[src/rtl/lsu_mem_ctrl.sv]
// Load/store unit in front of the pmem model: one op in flight, lane-aligned stores, extended loads.
// Optional build macro LSU_MISALIGN_CHECK_EN: misaligned ops complete with out_err and issue no memory request.
module lsu_mem_ctrl #(
    parameter int unsigned TIMEOUT_CYC = 1024,
    parameter int unsigned CNT_W       = 11
) (
    input  logic        clk,
    input  logic        rst,

    input  logic        in_valid,
    output logic        in_ready,
    input  logic        in_wen,
    input  logic [2:0]  in_funct3,
    input  logic [31:0] in_addr,
    input  logic [31:0] in_wdata,

    output logic        mem_req_valid,
    input  logic        mem_req_ready,
    output logic        mem_wen,
    output logic [31:0] mem_addr,
    output logic [31:0] mem_wdata,
    output logic [3:0]  mem_wmask,
    input  logic        mem_resp_valid,
    input  logic [31:0] mem_rdata,

    output logic        out_valid,
    input  logic        out_ready,
    output logic [31:0] out_rdata,
    output logic        out_err
);

    localparam logic [CNT_W-1:0] CNT_LAST = CNT_W'(TIMEOUT_CYC - 1);

    typedef enum logic [1:0] {
        S_IDLE,
        S_ISSUE,
        S_WAIT,
        S_DONE
    } state_e;

    state_e            state_q, state_d;
    logic              in_ready_q, in_ready_d;
    logic              mem_req_valid_q, mem_req_valid_d;
    logic              mem_wen_q, mem_wen_d;
    logic [31:0]       mem_addr_q, mem_addr_d;
    logic [31:0]       mem_wdata_q, mem_wdata_d;
    logic [3:0]        mem_wmask_q, mem_wmask_d;
    logic              out_valid_q, out_valid_d;
    logic [31:0]       out_rdata_q, out_rdata_d;
    logic              out_err_q, out_err_d;
    logic [2:0]        funct3_q, funct3_d;
    logic [1:0]        off_q, off_d;
    logic [CNT_W-1:0]  cnt_q, cnt_d;

    logic [3:0]        req_mask_c;
    logic [31:0]       req_wdata_c;
    logic [31:0]       rd_shift_c;
    logic [31:0]       load_data_c;
    logic              misalign_trap_c;

    // Store lane placement; masks past lane 3 are truncated.
    always_comb begin
        req_mask_c  = 4'b1111;
        req_wdata_c = in_wdata;
        case (in_funct3[1:0])
            2'b00: begin
                req_mask_c  = 4'b0001 << in_addr[1:0];
                req_wdata_c = {4{in_wdata[7:0]}};
            end
            2'b01: begin
                req_mask_c  = 4'b0011 << in_addr[1:0];
                req_wdata_c = {2{in_wdata[15:0]}};
            end
            default: begin
                req_mask_c  = 4'b1111;
                req_wdata_c = in_wdata;
            end
        endcase
        if (!in_wen) begin
            req_mask_c = 4'b0000;
        end
    end

`ifdef LSU_MISALIGN_CHECK_EN
    logic misalign_c;
    always_comb begin
        case (in_funct3[1:0])
            2'b00:   misalign_c = 1'b0;
            2'b01:   misalign_c = in_addr[0];
            default: misalign_c = |in_addr[1:0];
        endcase
    end
    assign misalign_trap_c = misalign_c;
`else
    assign misalign_trap_c = 1'b0;
`endif

    // Load extraction; zeros shifted in above byte 3 keep a half at offset 3 unsigned.
    always_comb begin
        rd_shift_c = mem_rdata >> {off_q, 3'b000};
        case (funct3_q[1:0])
            2'b00:   load_data_c = {{24{~funct3_q[2] & rd_shift_c[7]}}, rd_shift_c[7:0]};
            2'b01:   load_data_c = {{16{~funct3_q[2] & rd_shift_c[15]}}, rd_shift_c[15:0]};
            default: load_data_c = mem_rdata;
        endcase
    end

    always_ff @(posedge clk) begin
        if (rst) begin
            state_q         <= S_IDLE;
            in_ready_q      <= 1'b1;
            mem_req_valid_q <= 1'b0;
            mem_wen_q       <= 1'b0;
            mem_addr_q      <= 32'h0;
            mem_wdata_q     <= 32'h0;
            mem_wmask_q     <= 4'h0;
            out_valid_q     <= 1'b0;
            out_rdata_q     <= 32'h0;
            out_err_q       <= 1'b0;
            funct3_q        <= 3'h0;
            off_q           <= 2'h0;
            cnt_q           <= '0;
        end else begin
            state_q         <= state_d;
            in_ready_q      <= in_ready_d;
            mem_req_valid_q <= mem_req_valid_d;
            mem_wen_q       <= mem_wen_d;
            mem_addr_q      <= mem_addr_d;
            mem_wdata_q     <= mem_wdata_d;
            mem_wmask_q     <= mem_wmask_d;
            out_valid_q     <= out_valid_d;
            out_rdata_q     <= out_rdata_d;
            out_err_q       <= out_err_d;
            funct3_q        <= funct3_d;
            off_q           <= off_d;
            cnt_q           <= cnt_d;
        end
    end

    // Next state; handshake outputs are derived from the next state so they stay registered.
    always_comb begin
        state_d         = state_q;
        mem_req_valid_d = mem_req_valid_q;
        mem_wen_d       = mem_wen_q;
        mem_addr_d      = mem_addr_q;
        mem_wdata_d     = mem_wdata_q;
        mem_wmask_d     = mem_wmask_q;
        out_rdata_d     = out_rdata_q;
        out_err_d       = out_err_q;
        funct3_d        = funct3_q;
        off_d           = off_q;
        cnt_d           = cnt_q;

        case (state_q)
            S_IDLE: begin
                if (in_valid) begin
                    funct3_d    = in_funct3;
                    off_d       = in_addr[1:0];
                    out_rdata_d = 32'h0;
                    out_err_d   = 1'b0;
                    if (misalign_trap_c) begin
                        state_d   = S_DONE;
                        out_err_d = 1'b1;
                    end else begin
                        state_d         = S_ISSUE;
                        mem_req_valid_d = 1'b1;
                        mem_wen_d       = in_wen;
                        mem_addr_d      = {in_addr[31:2], 2'b00};
                        mem_wdata_d     = req_wdata_c;
                        mem_wmask_d     = req_mask_c;
                    end
                end
            end
            S_ISSUE: begin
                if (mem_req_ready) begin
                    state_d         = S_WAIT;
                    mem_req_valid_d = 1'b0;
                    cnt_d           = '0;
                end
            end
            S_WAIT: begin
                if (mem_resp_valid) begin
                    state_d     = S_DONE;
                    out_rdata_d = mem_wen_q ? 32'h0 : load_data_c;
                    out_err_d   = 1'b0;
                end else if (cnt_q == CNT_LAST) begin
                    state_d     = S_DONE;
                    out_rdata_d = 32'h0;
                    out_err_d   = 1'b1;
                end else begin
                    cnt_d = cnt_q + CNT_W'(1);
                end
            end
            S_DONE: begin
                if (out_ready) begin
                    state_d = S_IDLE;
                end
            end
            default: begin
                state_d = S_IDLE;
            end
        endcase

        in_ready_d  = (state_d == S_IDLE);
        out_valid_d = (state_d == S_DONE);
    end

    assign in_ready      = in_ready_q;
    assign mem_req_valid = mem_req_valid_q;
    assign mem_wen       = mem_wen_q;
    assign mem_addr      = mem_addr_q;
    assign mem_wdata     = mem_wdata_q;
    assign mem_wmask     = mem_wmask_q;
    assign out_valid     = out_valid_q;
    assign out_rdata     = out_rdata_q;
    assign out_err       = out_err_q;

endmodule

[config.mk]
export PLATFORM = sky130hd
export DESIGN_NAME = lsu_mem_ctrl
export DESIGN_NICKNAME = d
export VERILOG_FILES = /design/src/rtl/lsu_mem_ctrl.sv
export SDC_FILE = /design/constraint.sdc
export NUM_CORES = 1
export LEC_CHECK = 0
export CORE_MARGIN = 8
export CORE_UTILIZATION = 29
export CTS_CLUSTER_DIAMETER = 100
export DETAILED_ROUTE_END_ITERATION = 8
export GPL_TIMING_DRIVEN = 0
export PLACE_DENSITY = 0.63
export SYNTH_ARGS = -nofsm -noshare
export SYNTH_HDL_FRONTEND = slang
export SYNTH_SLANG_ARGS = --single-unit
[constraint.sdc]
create_clock -name clk -period 4.3 [get_ports clk]
set_clock_uncertainty 0.1 [all_clocks]
set_input_delay 0.86 -clock clk [delete_from_list [all_inputs] [get_ports clk]]
set_output_delay 0.86 -clock clk [all_outputs]
set_load 0.01 [all_outputs]
==> results.cfg, run 1 <==
[floorplanning]
rows = 49
fp.dieH_um = 151
core_area_sq_um = 18000
io_pins = 211
fp.dieW_um = 151
start_util = 0.295
die_area_sq_um = 22800

[detailed_routing]
viasPerCell = 4.96
drc_errors = 0
dr_total_vias = 5337
routedWlPerCell_um = 18.1
drt-initial-drc-count = 298
drt_first_pass_iters = 6
drt_wl_total_um = 19400
drt.antenna.violating_nets = 0

[clocking]
clockBufferDepth = 2
cts_max_level = 4
clkSinkCount = 121
cts.repair.resized = 0
cts_setup_buffers = 0
hold_buffers = 0
cts_tree = built
cts-buffers-inserted = 17
path_clk_slew_ns = 0.06
insertion_delay_ns = 0.41
ctsRootBufferMaster = clkbuf_16

[power]
power.internal_mw = 2.34
seqPwrFrac = 0.381
worst_ir_drop_vdd_uv = 285
p_sw_frac = 0.266
pwr-share-comb = 0.176
powerDensity_nw_per_um2 = 388
clock_power_share = 0.443
switching_power_uw = 852
leakagePower_nw = 3.00

[logic_synthesis]
synth-async-reset-ratio = 0
yosys_warnings = 0
synth_cell_type_count = 56
yosysSeqAreaShare = 0.457
synth-main-ff-cell = dfxtp_1
synth.avg_cell_area_sq_um = 8.71
synth_seq_cells = 121
synth_edf_count = 0
syn_inst = 608
synth.cell_area_sq_um = 5300

[grt]
gr-total-overflow = 0
antenna_found_initial = 1
track_usage = 0.167
grt_pass1_wl_um = 29600
grt_pass1_vias = 5238
grt_start_max_net_pins = 17

[timing]
setup_viol = 0
whs_ns = 0.329
fmax_mhz = 354
slew_headroom = 0.510
fin_crit_ns = 2.82
timing.setup.tns_ns = 0
rsz0062_at_grt = false
finalHoldViolCount = 0
final.period_utilization = 0.656
tightest_slew_ns = 0.735
slew_viol_final = 0

[final_layout]
nNetsFinal = 941
multi_input_area_sq_um = 2600
syn2layout_area_growth_pct = 55.4
diodes = 0
seq_area_sq_um = 2420
nFillCells = 1756
drive_gt1_frac = 0.0885

[min_path]
hold_path_class = register to register

[worst_setup_path]
setup.worst_path.end_class = register
slowest_stage = clkdlybuf4s50_1
crit_buf_inv = 3
crit_path_end = out_rdata[19]$_SDFFE_PP0P_
reg2reg_from = cnt_q[0]$_SDFFE_PP0P_
r2r-end = out_rdata[13]$_SDFFE_PP0P_
crit_arrival_ns = 3.08
crit_family = buffers and inverters
worstSetupStartpoint = mem_resp_valid
start_kind = primary input
slowest_delay_ns = 0.57
cp_max_fo = 10
critical_path.cell_chain = clkdlybuf4s50_1 -> nand2_1 -> nor4_2 -> and2_1 -> clkbuf_1 -> buf_2 -> a221o_1
cp.depth = 7
crit_type = primary input to register
worstRegToRegCells = 6
r2r_slack_ns = 2.16
required_ns = 4.56

[place]
gp_congestion = 0.779
io_buffers = 206
dp_hpwl_um = 14600

[run]
drv_cap = 0

[status]
status = finished clean
## synthesized netlist by cell type (all sizes together) (5+ instances only)
| cell type | number | area [sq um] |
|---|---|---|
| nand2 | 134 | 503 |
| a221o | 25 | 250 |
| a22oi | 8 | 60.1 |
| o21ai | 28 | 140 |
| a311oi | 8 | 70.1 |
| mux2i | 25 | 250 |
| a211oi | 9 | 67.6 |
| clkbuf | 30 | 113 |
| buf | 23 | 146 |
| o31ai | 5 | 37.5 |
| a2111oi | 7 | 61.3 |
| inv | 5 | 18.8 |
| o2bb2ai | 7 | 61.3 |
| or4 | 7 | 56.3 |
| a21oi | 72 | 360 |
| nor2 | 30 | 113 |
| a2bb2oi | 5 | 43.8 |
| mux2 | 9 | 101 |
| dfxtp | 121 | 2420 |
## registers in the layout (all words and copies together) (netlist names), 2 cells and up
name       count
state_q        2
funct3_q       3
mem_wdata     32
mem_wmask      4
out_rdata     32
off_q          2
mem_addr      30
cnt_q         11
## per-stage QoR
step	setup WS [ns]	power [mW]	utilization	instances	cell area [sq um]
final	1.48	3.20	0.458	1076	8230
after detailed placement	1.06	1.81	0.426	1044	7650
after global routing	1.36	3.33	0.458	1076	8230
after CTS	1.49	3.23	0.458	1076	8230
after global placement	1.03	1.80	0.426	1044	7650
after floorplan	2.06	1.49	-	609	5300
## worst register-to-register path, cell delays in order, from the launching register on
cell	delay (ns)
dfxtp_1	0.38
ha_1	0.21
nand3_1	0.19
nor4_4	0.46
nor3_2	0.17
buf_6	0.18
a221o_1	0.35
## final cells by class
cell class,instances,area share
clock inverters,12,0.0152
clock buffers,20,0.0555
plain buffers,53,0.0315
multi-input cells,430,0.316
inverters,5,0.00228
flip-flops and latches,121,0.294
well taps,229,0.0348
repair buffers,206,0.251
## how the worst min path moves through the flow
stage	end	slack, ns	start	cells after the start
6_report	cnt_q[10]$_SDFFE_PP0P_	0.33	cnt_q[10]$_SDFFE_PP0P_	2
2_1_floorplan	cnt_q[10]$_SDFFE_PP0P_	0.31	cnt_q[10]$_SDFFE_PP0P_	2
4_1_cts	cnt_q[10]$_SDFFE_PP0P_	0.33	cnt_q[10]$_SDFFE_PP0P_	2
5_1_grt	cnt_q[10]$_SDFFE_PP0P_	0.36	cnt_q[10]$_SDFFE_PP0P_	2
3_3_place_gp	cnt_q[10]$_SDFFE_PP0P_	0.32	cnt_q[10]$_SDFFE_PP0P_	2
3_5_place_dp	cnt_q[10]$_SDFFE_PP0P_	0.32	cnt_q[10]$_SDFFE_PP0P_	2
## cell usage in the layout (no fill, tap or decap), drive strengths merged, types with 5 or more instances in the layout
cell	synthesis	layout
clkdlybuf4s50	0	206
nand2	134	134
dfxtp	121	121
a21oi	72	72
clkbuf	30	50
nor2	30	30
o21ai	28	28
mux2i	25	25
a221o	25	25
buf	23	23
a211oi	9	9
mux2	9	9
a311oi	8	8
a22oi	8	8
o2bb2ai	7	7
a2111oi	7	7
or4	7	7
clkinv	0	7
a2bb2oi	5	5
inv	5	5
o31ai	5	5
## power by group through the flow
stage / sequential, mW / combinational [mW] / clock [mW]
after CTS: 1.22 / 0.567 / 1.44
after global routing: 1.23 / 0.611 / 1.49
after floorplan: 1.27 / 0.228 / 0
final: 1.22 / 0.561 / 1.42
after global placement: 1.24 / 0.564 / 0
after detailed placement: 1.24 / 0.564 / 0
## layer usage
metal	routed length, um	up-vias	part of all wire	GRT usage
li1	-	2659	-	-
met1	8240	2459	0.42	0.203
met2	9140	196	0.47	0.271
met3	1880	21	0.096	0.0678
met4	182	2	0.0094	0.0426
met5	13	-	0.00067	0
## cell families (layout without fill, tap and decap cells)
| kind of cell | after synthesis | after routing | synth area share |
|---|---|---|---|
| buf+inv | 58 | 296 | 0.0524 |
| fa+ha+maj | 1 | 1 | 0.00236 |
| other cells | 1 | 2 | 0.000708 |
| mux | 35 | 35 | 0.0706 |
| compound gates | 187 | 187 | 0.240 |
| flops | 121 | 121 | 0.457 |
| simple gates | 205 | 205 | 0.176 |
Note: power is estimated with default switching activity, not from simulation.
==> run 2: changes to the inputs <==
Settings changed: PLACE_DENSITY 0.63 to 0.66.
Clock period 4.3 ns to 2.41 ns, I/O delays scaled along.
==> run 2 against run 1 <==
  * Register-to-register slack got worse by 1.9 ns
  * Setup slack got worse by 1.4 ns
  * Sequential share of layout area decreased by 0.076 points
  * Design area increased by 0.26%
  * First-iteration DRC count decreased by 14%
  * Combinational power increased by 78%
  * Clock power increased by 82%
  * Via count increased by 1.0%
==> results.cfg, run 2 (synthesis gave the netlist of run 1 again) <==
[status]
status = finished clean

[final_layout]
nNetsFinal = 941
final_cell_area_sq_um = 8250
syn2layout_area_growth_pct = 55.8
layout_common_cells = clkdlybuf4s50_1 (206), nand2_1 (134), dfxtp_1 (121)
diodes = 0
final_common_cell = clkdlybuf4s50_1
drive_gt1_frac = 0.0875

[power]
leakagePower_nw = 3.01
powerDensity_nw_per_um2 = 699
worst_ir_drop_vdd_uv = 483

[grt]
antenna_found_initial = 0
gr-total-overflow = 0
grt_start_max_net_pins = 17
grt_pass1_wl_um = 30000
track_usage = 0.170
grt_pass1_vias = 5433

[run]
drv_cap = 0

[worst_setup_path]
start_kind = primary input
crit_type = primary input to register
slowest_delay_ns = 0.55
crit_arrival_ns = 2.55
reg2reg_from = cnt_q[0]$_SDFFE_PP0P_
slowest_stage = a21oi_1
critical_path.cell_chain = clkdlybuf4s50_1 -> mux4_2 -> a21oi_1 -> a2111oi_0 -> a221o_1
cp_max_fo = 8
worstSetupStartpoint = mem_rdata[31]
setup.worst_path.end_class = register
required_ns = 2.61
r2r_slack_ns = 0.26

[floorplanning]
fp.dieW_um = 151
start_util = 0.295
io_pins = 211
core_area_sq_um = 18000
fp.dieH_um = 151
rows = 49
die_area_sq_um = 22800

[clocking]
cts.repair.resized = 1
cts_setup_buffers = 0
ctsRootBufferMaster = clkbuf_16
cts_tree = built
insertion_delay_ns = 0.41
path_clk_slew_ns = 0.05
clkSinkCount = 121
hold_buffers = 0
cts-buffers-inserted = 17
clockBufferDepth = 2
cts_max_level = 4

[detailed_routing]
routedWlPerCell_um = 18.3
drt_first_pass_iters = 4
wl_met2_um = 9300
drt.antenna.violating_nets = 0
drc_errors = 0
drt-initial-drc-count = 255
top_layer = met4
wl_met1_um = 8420
dr_total_vias = 5393
drt_wl_total_um = 19700
viasPerCell = 5.02
wl_met3_um = 1730

[place]
dpl_cell_area_sq_um = 7650
io_buffers = 206
dp_hpwl_um = 14700
gp_congestion = 0.815

[timing]
timing.setup.tns_ns = 0
finalHoldViolCount = 0
setup_viol = 0
tightest_slew_ns = 0.757
slew_viol_final = 0
fmax_mhz = 426
final.period_utilization = 0.975
rsz0062_at_grt = false
fin_crit_ns = 2.35
slew_headroom = 0.495

[min_path]
hold_start = cnt_q[10]$_SDFFE_PP0P_
hold_path_class = register to register
## run 2: changes by cell type in the layout (fill, tap and decap cells not counted)
| cell | before | now |
|---|---|---|
| bufinv_16 | 2 | 3 |
| clkbuf_8 | 2 | 1 |
| clkinv_2 | 5 | 4 |
| clkinv_4 | 2 | 3 |
| clkinvlp_4 | 3 | 2 |
| nor4_2 | 1 | 0 |
| nor4_4 | 2 | 3 |
## run 2: per-stage QoR
stage / utilization / hold slack (ns) / instances / power (mW) / worst slack, ns
after floorplan: - / 0.305 / 609 / 2.67 / 0.528
after global placement: 0.426 / 0.315 / 1044 / 3.22 / -0.456
after detailed placement: 0.426 / 0.317 / 1044 / 3.22 / -0.453
after CTS: 0.459 / 0.327 / 1075 / 5.84 / 0.134
after global routing: 0.459 / 0.370 / 1075 / 6.03 / 0.00606
final: 0.459 / 0.326 / 1075 / 5.77 / 0.0604
## run 2: worst max-delay path: cells and delay by family
kind / cells / cell delay (ns)
AOI/OAI and AO/OA: 3 / 1.04
buffers and inverters: 1 / 0.51
muxes: 1 / 0.52
## run 2: where the power goes
group          leakage (nW)  switching [mW]  internal (mW)
clock network         0.289           0.944           1.64
logic                  1.73           0.503          0.500
registers             0.988          0.0619           2.11
## run 2: final timing paths
check	to	cells after the start
min	cnt_q[10]$_SDFFE_PP0P_	2
min reg2reg	cnt_q[10]$_SDFFE_PP0P_	2
max reg2reg	out_rdata[21]$_SDFFE_PP0P_	6
max	out_rdata[12]$_SDFFE_PP0P_	5
## run 2: metal layers
metal	global-route usage	vias to the layer above
met5	0	-
met1	0.204	2538
met3	0.0732	19
met2	0.272	176
met4	0.0460	0
li1	-	2660
## run 2: cell type report
type                    count  area (sq um)
plain buffers              53           259
clock buffers              19           443
clock inverters            12           151
fillers                  1741          9710
inverters                   5          18.8
multi-input cells         430          2610
flip-flops and latches    121          2420
well taps                 229           287
repair buffers            206          2060
